<file path="config.mk">
export PLATFORM = sky130hd
export DESIGN_NAME = mem_port_arbiter
export DESIGN_NICKNAME = d
export VERILOG_FILES = /design/src/rtl/mem_port_arbiter.sv
export SDC_FILE = /design/constraint.sdc
export NUM_CORES = 1
export LEC_CHECK = 0
export ABC_AREA = 1
export CORE_MARGIN = 5
export CORE_UTILIZATION = 35
export DETAILED_ROUTE_END_ITERATION = 6
export PLACE_DENSITY = 0.71
export SYNTH_ARGS = -nofsm -noshare
export SYNTH_HDL_FRONTEND = slang
export SYNTH_SLANG_ARGS = --single-unit
</file>
<file path="constraint.sdc">
create_clock -name clk -period 2.8 [get_ports clk]
set_input_delay 0.42 -clock clk [delete_from_list [all_inputs] [get_ports clk]]
set_output_delay 0.42 -clock clk [all_outputs]
set_load 0.02 [all_outputs]
</file>
<file path="src/rtl/mem_port_arbiter.sv">
// Two-port arbiter sharing a single-port memory between instruction fetch (IF) and load/store (LS).
// One transaction in flight: IDLE -> ISSUE -> WAIT -> RESP, with a fixed memory latency.
module mem_port_arbiter #(
  parameter int ADDR_W      = 32,
  parameter int DATA_W      = 32,
  parameter int MEM_LATENCY = 1,
  parameter int RR_EN       = 1
) (
  input  logic              clk,
  input  logic              rst,
  input  logic              if_req_valid,
  output logic              if_req_ready,
  input  logic [ADDR_W-1:0] if_addr,
  output logic              if_rsp_valid,
  output logic [DATA_W-1:0] if_rsp_data,
  input  logic              ls_req_valid,
  output logic              ls_req_ready,
  input  logic [ADDR_W-1:0] ls_addr,
  input  logic              ls_write,
  input  logic [DATA_W-1:0] ls_wdata,
  output logic              ls_rsp_valid,
  output logic [DATA_W-1:0] ls_rsp_data,
  output logic              mem_en,
  output logic              mem_we,
  output logic [ADDR_W-1:0] mem_addr,
  output logic [DATA_W-1:0] mem_wdata,
  input  logic [DATA_W-1:0] mem_rdata,
  output logic              busy
);

  typedef enum logic [1:0] {
    IDLE  = 2'd0,
    ISSUE = 2'd1,
    WAIT  = 2'd2,
    RESP  = 2'd3
  } state_t;

  localparam logic GRANT_IF = 1'b0;
  localparam logic GRANT_LS = 1'b1;
  localparam logic RR       = (RR_EN != 0);
  localparam logic [3:0] WAIT_LOAD = 4'(MEM_LATENCY - 1);

  state_t     state;
  state_t     state_next;
  logic [3:0] count;
  logic       last_grant;
  logic       owner;
  logic       write_lat;
  logic       pick_if;
  logic       pick_ls;
  logic       accept;

  always_ff @(posedge clk) begin
    if (!rst) begin
      state <= IDLE;
    end else begin
      state <= state_next;
    end
  end

  // LS wins a tie unless round-robin says IF is due (LS was granted last).
  always_comb begin
    state_next   = state;
    pick_if      = 1'b0;
    pick_ls      = 1'b0;
    accept       = 1'b0;
    if_req_ready = 1'b0;
    ls_req_ready = 1'b0;
    case (state)
      IDLE: begin
        pick_ls      = ls_req_valid &
                       (~if_req_valid | ~RR | (last_grant == GRANT_IF));
        pick_if      = if_req_valid & ~pick_ls;
        if_req_ready = pick_if;
        ls_req_ready = pick_ls;
        accept       = pick_if | pick_ls;
        if (accept) begin
          state_next = ISSUE;
        end
      end
      ISSUE: state_next = WAIT;
      WAIT: begin
        if (count == 4'd0) begin
          state_next = RESP;
        end
      end
      RESP:    state_next = IDLE;
      default: state_next = IDLE;
    endcase
  end

  always_ff @(posedge clk) begin
    if (!rst) begin
      count        <= 4'd0;
      last_grant   <= GRANT_LS;
      owner        <= GRANT_IF;
      write_lat    <= 1'b0;
      mem_en       <= 1'b0;
      mem_we       <= 1'b0;
      mem_addr     <= '0;
      mem_wdata    <= '0;
      if_rsp_valid <= 1'b0;
      ls_rsp_valid <= 1'b0;
      if_rsp_data  <= '0;
      ls_rsp_data  <= '0;
      busy         <= 1'b0;
    end else begin
      mem_en       <= 1'b0;
      mem_we       <= 1'b0;
      if_rsp_valid <= 1'b0;
      ls_rsp_valid <= 1'b0;
      busy         <= (state_next != IDLE);
      case (state)
        IDLE: begin
          if (accept) begin
            owner      <= pick_ls;
            last_grant <= pick_ls;
            write_lat  <= pick_ls & ls_write;
            mem_en     <= 1'b1;
            mem_we     <= pick_ls & ls_write;
            mem_addr   <= pick_ls ? ls_addr : if_addr;
            mem_wdata  <= pick_ls ? ls_wdata : '0;
          end
        end
        ISSUE: count <= WAIT_LOAD;
        // Read data is valid in the last WAIT cycle; capture only into the owner's port.
        WAIT: begin
          if (count == 4'd0) begin
            if (owner == GRANT_LS) begin
              ls_rsp_data  <= write_lat ? '0 : mem_rdata;
              ls_rsp_valid <= 1'b1;
            end else begin
              if_rsp_data  <= mem_rdata;
              if_rsp_valid <= 1'b1;
            end
          end else begin
            count <= count - 4'd1;
          end
        end
        default: ;
      endcase
    end
  end

endmodule

</file>
## Word-level counts from Yosys, hierarchy flattened

Index checks and enable logic that the tools add are counted.

- Add/subtract/negate cells: 1
- Equality and inequality tests: 4
- Multiplexer cells: 14
- Bitwise operators: 9
- Reductions and logical operators: 11

Operators by type and width:

| operator | count |
|---|---|
| 32-bit 2-to-1 mux | 3 |
| 3-bit AND reduction | 4 |
| 2-bit one-hot mux with 4 select lines | 1 |
| 4-bit one-hot mux with 2 select lines | 1 |
| 1-bit 2-to-1 mux | 6 |
| 2-bit AND reduction | 3 |
| 2-bit equality test, second input constant | 2 |
| 4-bit zero test | 1 |
| 2-bit 2-to-1 mux | 2 |
| 4-bit 2-to-1 mux | 1 |
| 1-bit NOT | 4 |
| 2-bit nonzero test | 2 |
| 4-bit by 1-bit subtractor with 4-bit output, second input constant | 1 |
| 1-bit AND | 3 |
| 2-bit by 1-bit equality test with 1-bit output, second input constant | 1 |
| 2-bit zero test | 1 |
| 2-bit != test, second input constant | 1 |
| 1-bit OR | 2 |

- Flip-flop bits (word level): 142
- Word-level logic and storage cells: 53

## Longest topological paths before layout

Gate-level depths: netlist of the first run.

- Depth after elaboration: 9
- Mapped depth: 8
- Gate-level depth less buffers: 8

## Least setup slack after synthesis of the first run

OpenSTA, ideal clock, no wires.

- Path kind: register to output
- Start: register state[0]
- End: output ls_req_ready
- Arrival time: 1.115 ns
- Data required time: 2.380 ns
- Slack: 1.265 ns
- Stages on the path, launching flop included: 6
- Cells stage by stage: dfxtp_1 inv_1 ha_1 nand3_2 inv_2 buf_4

- Cells in the longest elaborated chain, start to end: 2

RTL lines:

| element | line | RTL |
|---|---|---|
| from (decl) | 43 | `state_t state;` |
| from (signal assigned) | 57 | `state <= state_next;` |
| 2-bit zero test | 69 | `case (state)` |
| 1-bit 2-to-1 mux | 69 |  |
| to (decl) | 17 | `output logic ls_req_ready,` |

No other way between the ends.

## Final worst setup path of the first run

- Start: register state[0]
- End: output if_req_ready

- Cells in the longest elaborated chain, start to end: 2

RTL lines:

| element | line | RTL |
|---|---|---|
| 2-bit zero test | 69 |  |
| 1-bit 2-to-1 mux | 69 |  |
| to (decl) | 12 | `output logic if_req_ready,` |

No other way between the ends.

==> flow_metrics.py, run 1 <==
metrics = {
    "power": {
        "p_leak_uw": 0.00355,
        "irDropWorstVdd_mv": 0.574,
        "power.share.switching_pct": 34.0,
        "clkPwrFrac_pct": 30.3,
        "p_int_uw": 4890,
        "combPwrFrac_pct": 34.9,
        "seqPwrFrac_pct": 34.8,
        "p_switching_uw": 2520,
        "p_per_area_nw_per_um2": 834,
    },
    "floorplanning": {
        "die_width_um": 136,
        "initial_core_util_pct": 35.3,
        "io_pins": 268,
        "fp-row-count": 46,
        "chipHeight_um": 136,
        "die_area_um2": 18500,
        "fp.coreArea_um2": 15700,
    },
    "clock_network": {
        "clk_pin_slew_ns": 0.06,
        "cts_buffer_depth": 2,
        "cts-root-buf": "clkbuf_16",
        "cts_sinks": 142,
        "post_cts_buffers": 0,
        "numCtsBuffers": 17,
        "postCtsHoldBufs": 0,
        "cts_tree": "built",
        "clock_latency_ns": 0.41,
        "cts_resized": 0,
        "htree_levels": 4,
    },
    "worst_setup_path": {
        "path_max_fanout": 5,
        "crit_type": "reg -> out",
        "rrSetupSlack_ns": 1.06,
        "cp-start-kind": "flop",
        "crit_path_end_kind": "output port",
        "arrival_ns": 2.03,
        "required_ns": 2.38,
    },
    "drt": {
        "ant_nets": 0,
        "drtIter0Drc": 280,
        "wirelength_um": 17700,
        "firstDrtPassIters": 4,
        "drc": 0,
        "vias": 5555,
        "avgViaCountPerCell": 4.67,
        "wl_per_cell_um": 14.9,
    },
    "synth": {
        "yosysTopAreaCell": "dfxtp_1",
        "syn-num-nets": 855,
        "syn_inst": 716,
        "avgSynthCellArea_um2": 7.74,
        "synth.cell_area_um2": 5540,
        "yosys.area.top_type_share_pct": 51.3,
        "ys_warn_count": 0,
        "synth_area_leaders": "dfxtp_1 51%, nand2_1 15%, a21oi_1 9.3%, o21ai_1 3.9%, nand4_1 3.6%",
        "synth_seq_cells": 142,
        "synth.distinct_cells": 23,
        "yosysSeqAreaShare_pct": 51.3,
    },
    "timing": {
        "period_share_pct": 87.7,
        "finalWorstSetupSlack_ns": 0.346,
        "hold_viol_final": 0,
        "timing.final.crit_period_ns": 2.45,
        "slew_headroom_pct": 36.7,
        "slew_viol_final": 0,
        "fin_skew_ns": 0.00820,
        "clock.fmax_ghz": 0.407,
        "finalSetupViolCount": 0,
        "worst_pin_slew_ns": 0.950,
        "fin_tns_setup_ns": 0,
        "rsz0062_at_grt": "no",
    },
    "layout": {
        "multiInputGateArea_um2": 2230,
        "regArea_um2": 2840,
        "n_antenna_cell": 0,
        "drive_gt1_share_pct": 5.65,
        "fillers": 1459,
        "syn2layout_area_growth_pct": 60.5,
        "nets": 1101,
    },
    "worst_hold_path": {
        "min_path_type": "reg -> reg",
    },
    "placed_design": {
        "port_buffers": 267,
        "gp_congestion": 0.790,
        "pre_cts_slack_ns": 0.475,
        "dp.final_hpwl_um": 12200,
    },
    "global_routing": {
        "antenna_found_initial": 0,
        "grt_pass1_vias": 5195,
        "grt_max_degree": 101,
        "grt_pass1_wl_um": 26800,
        "gr-total-overflow": 0,
        "grt.total_usage_pct": 18.5,
    },
    "outcome": {
        "status": "finished clean",
    },
    "flow_run": {
        "drv_cap": 0,
    },
}
routing by layer:
| metal | vias up | wire (um) | global-route usage, % |
|---|---|---|---|
| met5 | - | 0 | 0 |
| met2 | 214 | 8360 | 30.1 |
| li1 | 2841 | - | - |
| met3 | 22 | 1940 | 8.59 |
| met1 | 2478 | 7060 | 21.3 |
| met4 | 0 | 359 | 6.55 |
cell type report:
cell class                      count  area share (%)
Timing Repair Buffer              278            31.2
Tap cell                          216            3.04
Inverter                           50            2.11
Clock inverter                     10            1.25
Clock buffer                       21            5.40
Multi-Input combinational cell    473            25.1
Sequential cell                   142            32.0
stage by stage:
step	power (uW)	std cells	utilization, %	area (um2)	hold WS, ns
after floorplan	4070	716	-	5540	0.442
final	7420	1190	56.6	8900	0.461
after global routing	7850	1190	56.6	8900	0.477
after CTS	7510	1190	56.6	8900	0.464
after global placement	5200	1159	52.9	8310	0.451
after detailed placement	5230	1159	52.9	8310	0.455
Yosys cell counts, drive strengths merged:
cell type / number
nor2: 9
nand2: 215
nand4: 33
buf: 35
dfxtp: 142
inv: 50
xor2: 1
nor3: 1
o21ai: 66
ha: 6
or2: 1
nand3: 38
clkbuf: 16
a21oi: 103
worst paths after layout:
kind                     to         start  cells past startpoint
max            if_req_ready      state[0]                      5
min            mem_wdata[8]  mem_wdata[8]                      2
max reg2reg  if_rsp_data[5]      state[0]                      6
min reg2reg    mem_wdata[8]  mem_wdata[8]                      2
worst max-delay path: stages (launching register included):
cell	delay, ns
dfxtp_1	0.31
inv_1	0.13
ha_1	0.29
nand2_1	0.13
a21oi_1	0.14
clkdlybuf4s50_1	0.62
layout by cell type (no fill, tap or decap), drive strengths merged:
cell / count
clkinv: 4
xor2: 1
nand3: 38
clkbuf: 21
bufinv: 2
or2: 1
dfxtp: 142
nand2: 215
a21oi: 103
inv: 51
nand4: 33
nor2: 9
o21ai: 66
buf: 12
clkinvlp: 3
nor3: 1
ha: 6
clkdlybuf4s50: 266
power by group through the flow:
stage | logic [uW] | clock network [uW] | registers [uW]
3_5_place_dp | 2620 | 0 | 2620
5_1_grt | 2820 | 2400 | 2620
4_1_cts | 2630 | 2300 | 2580
6_report | 2590 | 2250 | 2580
2_1_floorplan | 1050 | 0 | 3020
3_3_place_gp | 2600 | 0 | 2600
sequential cells by signal (all words and copies together) (netlist names), 2 cells and up:
name	flops
count	4
if_rsp_data	32
ls_rsp_data	32
mem_addr	32
mem_wdata	32
state	2
logic make-up (layout without fill, tap and decap cells):
| family | count (synthesis) | count (layout) | share of synthesized area [%] |
|---|---|---|---|
| buffers and inverters | 101 | 359 | 8.51 |
| AOI/OAI and AO/OA | 169 | 169 | 15.5 |
| and+or+nand+nor | 297 | 297 | 23.2 |
| adders and majority gates | 6 | 6 | 1.35 |
| DFF | 142 | 142 | 51.3 |
| xor gates and xnor gates | 1 | 1 | 0.158 |
(Power assumes the default switching activity.)
==> run 2: changes to the inputs <==
--- a/config.mk
+++ b/config.mk
@@ -7,9 +7,9 @@
 export LEC_CHECK = 0
 export ABC_AREA = 1
 export CORE_MARGIN = 5
-export CORE_UTILIZATION = 35
+export CORE_UTILIZATION = 25
 export DETAILED_ROUTE_END_ITERATION = 6
-export PLACE_DENSITY = 0.71
+export GPL_TIMING_DRIVEN = 0
 export SYNTH_ARGS = -nofsm -noshare
 export SYNTH_HDL_FRONTEND = slang
 export SYNTH_SLANG_ARGS = --single-unit
==> run 2 against run 1 <==
Clock skew grew 0.0025 ns. Flip-flop and latch count unchanged. Non-clock buffer count rose by 39. Largest power group unchanged.
==> flow_metrics.py, run 2 (synthesis gave the netlist of run 1 again) <==
metrics = {
    "outcome": {
        "status": "finished clean",
    },
    "drt": {
        "vias": 5708,
        "firstDrtPassIters": 4,
        "drc": 0,
        "wirelength_um": 19500,
        "drtIter0Drc": 208,
        "wl_per_cell_um": 15.1,
        "ant_nets": 0,
        "avgViaCountPerCell": 4.41,
    },
    "worst_hold_path": {
        "whs_path_depth": 3,
        "min_path_type": "in -> reg",
        "min_from": "rst",
        "whs_endpoint": "mem_addr[1]",
    },
    "placed_design": {
        "dp_cells": 1262,
        "dp.final_hpwl_um": 15000,
        "gp_congestion": 0.779,
        "port_buffers": 266,
        "pre_cts_slack_ns": 0.0300,
        "placed_area_um2": 8560,
    },
    "worst_setup_path": {
        "cpPeakStageDelay_ns": 0.65,
        "r2r_end": "ls_rsp_data[17]",
        "path_max_fanout": 5,
        "rrSetupSlack_ns": 1.16,
        "path_buf_inv": 2,
        "critPathSlowestCell": "clkdlybuf4s50_1",
        "crit_type": "reg -> out",
        "required_ns": 2.38,
        "r2r_start": "state[0]",
        "arrival_ns": 2.01,
        "rr_worst_depth": 8,
        "critical-path-top-delay-family": "buffers and inverters",
        "cp_cell_sequence": "inv_1 > ha_2 > nand2_1 > a21oi_1 > clkdlybuf4s50_1",
        "crit_path_end_kind": "output port",
        "cp-start-kind": "flop",
    },
    "timing": {
        "slew_viol_final": 0,
        "timing.final.crit_period_ns": 2.43,
        "fin_skew_ns": 0.0107,
        "finalSetupViolCount": 0,
        "finalWorstSetupSlack_ns": 0.367,
        "clock.fmax_ghz": 0.411,
        "slew_headroom_pct": 57.1,
        "worst_pin_slew_ns": 0.643,
        "hold_viol_final": 0,
        "rsz0062_at_grt": "no",
        "period_share_pct": 86.9,
        "fin_tns_setup_ns": 0,
    },
    "floorplanning": {
        "die_width_um": 159,
        "io_pins": 268,
        "fp.coreArea_um2": 21800,
        "initial_core_util_pct": 25.4,
        "chipHeight_um": 159,
        "fp-row-count": 54,
        "die_area_um2": 25300,
    },
    "clock_network": {
        "cts_resized": 2,
        "postCtsHoldBufs": 0,
        "cts-root-buf": "clkbuf_16",
        "clock_latency_ns": 0.41,
        "htree_levels": 4,
        "cts_buffer_depth": 2,
        "clk_pin_slew_ns": 0.06,
        "cts_tree": "built",
        "numCtsBuffers": 17,
        "post_cts_buffers": 0,
        "cts_sinks": 142,
    },
    "power": {
        "p_per_area_nw_per_um2": 849,
        "p_leak_uw": 0.00369,
        "irDropWorstVdd_mv": 0.344,
    },
    "layout": {
        "drive_gt1_share_pct": 7.40,
        "nets": 1140,
        "fin_area_um2": 9230,
        "syn2layout_area_growth_pct": 66.5,
        "final_common_cell": "clkdlybuf4s50_1",
        "final_cell_mix": "265 x clkdlybuf4s50_1, 215 x nand2_1, 142 x dfxtp_1",
        "final_cells": 1294,
        "n_antenna_cell": 0,
        "final_core_util_pct": 42.3,
    },
    "global_routing": {
        "grt_max_degree": 17,
        "gr-total-overflow": 0,
        "grt_pass1_vias": 5744,
        "antenna_found_initial": 0,
        "grt.total_usage_pct": 15.1,
        "grt_pass1_wl_um": 31200,
    },
    "flow_run": {
        "drv_cap": 0,
    },
}
## run 2: layout make-up
cell class                 instances  area (um2)
fill                            2263       12600
sequential                       142        2840
timing repair buffer             266        2670
multi-input combinational        473        2240
clock buffer                      19         453
tap                              280         350
buffer                            51         284
clock inverter                    13         206
inverter                          50         188
## run 2: through the flow
step,total power (uW),hold slack (ns)
final,7830,0.410
after global routing,8290,0.467
after CTS,7950,0.405
after detailed placement,5370,0.455
after global placement,5360,0.452
after floorplan,4070,0.442
## run 2: where the power goes
part           switching (uW)  internal (uW)  total (uW)
clock network             899           1630        2530
registers                 184           2390        2580
logic                    1550           1170        2720
## run 2: worst max path at each step
stage                      start           end  slack, ns  depth (start not counted)
floorplan               state[0]  ls_req_ready       1.27                          5
global placement    if_req_valid  ls_req_ready       0.05                          6
detailed placement  if_req_valid  ls_req_ready       0.03                          6
CTS                     state[0]  ls_req_ready       0.05                          6
global route            state[0]  if_req_ready       0.21                          5
finish                  state[0]  if_req_ready       0.37                          5
## run 2: metal layers
layer | GRT usage [%] | vias up | wire length (um)
met5 | 0 | - | 0
met4 | 3.37 | 0 | 207
met3 | 5.70 | 14 | 1640
met2 | 24.7 | 199 | 9120
met1 | 18.9 | 2565 | 8580
li1 | - | 2930 | -
## run 2: worst min-delay path, cell delays in order
cell and delay [ns]:
buf_1 0.18, o21ai_0 0.12, a21oi_1 0.04
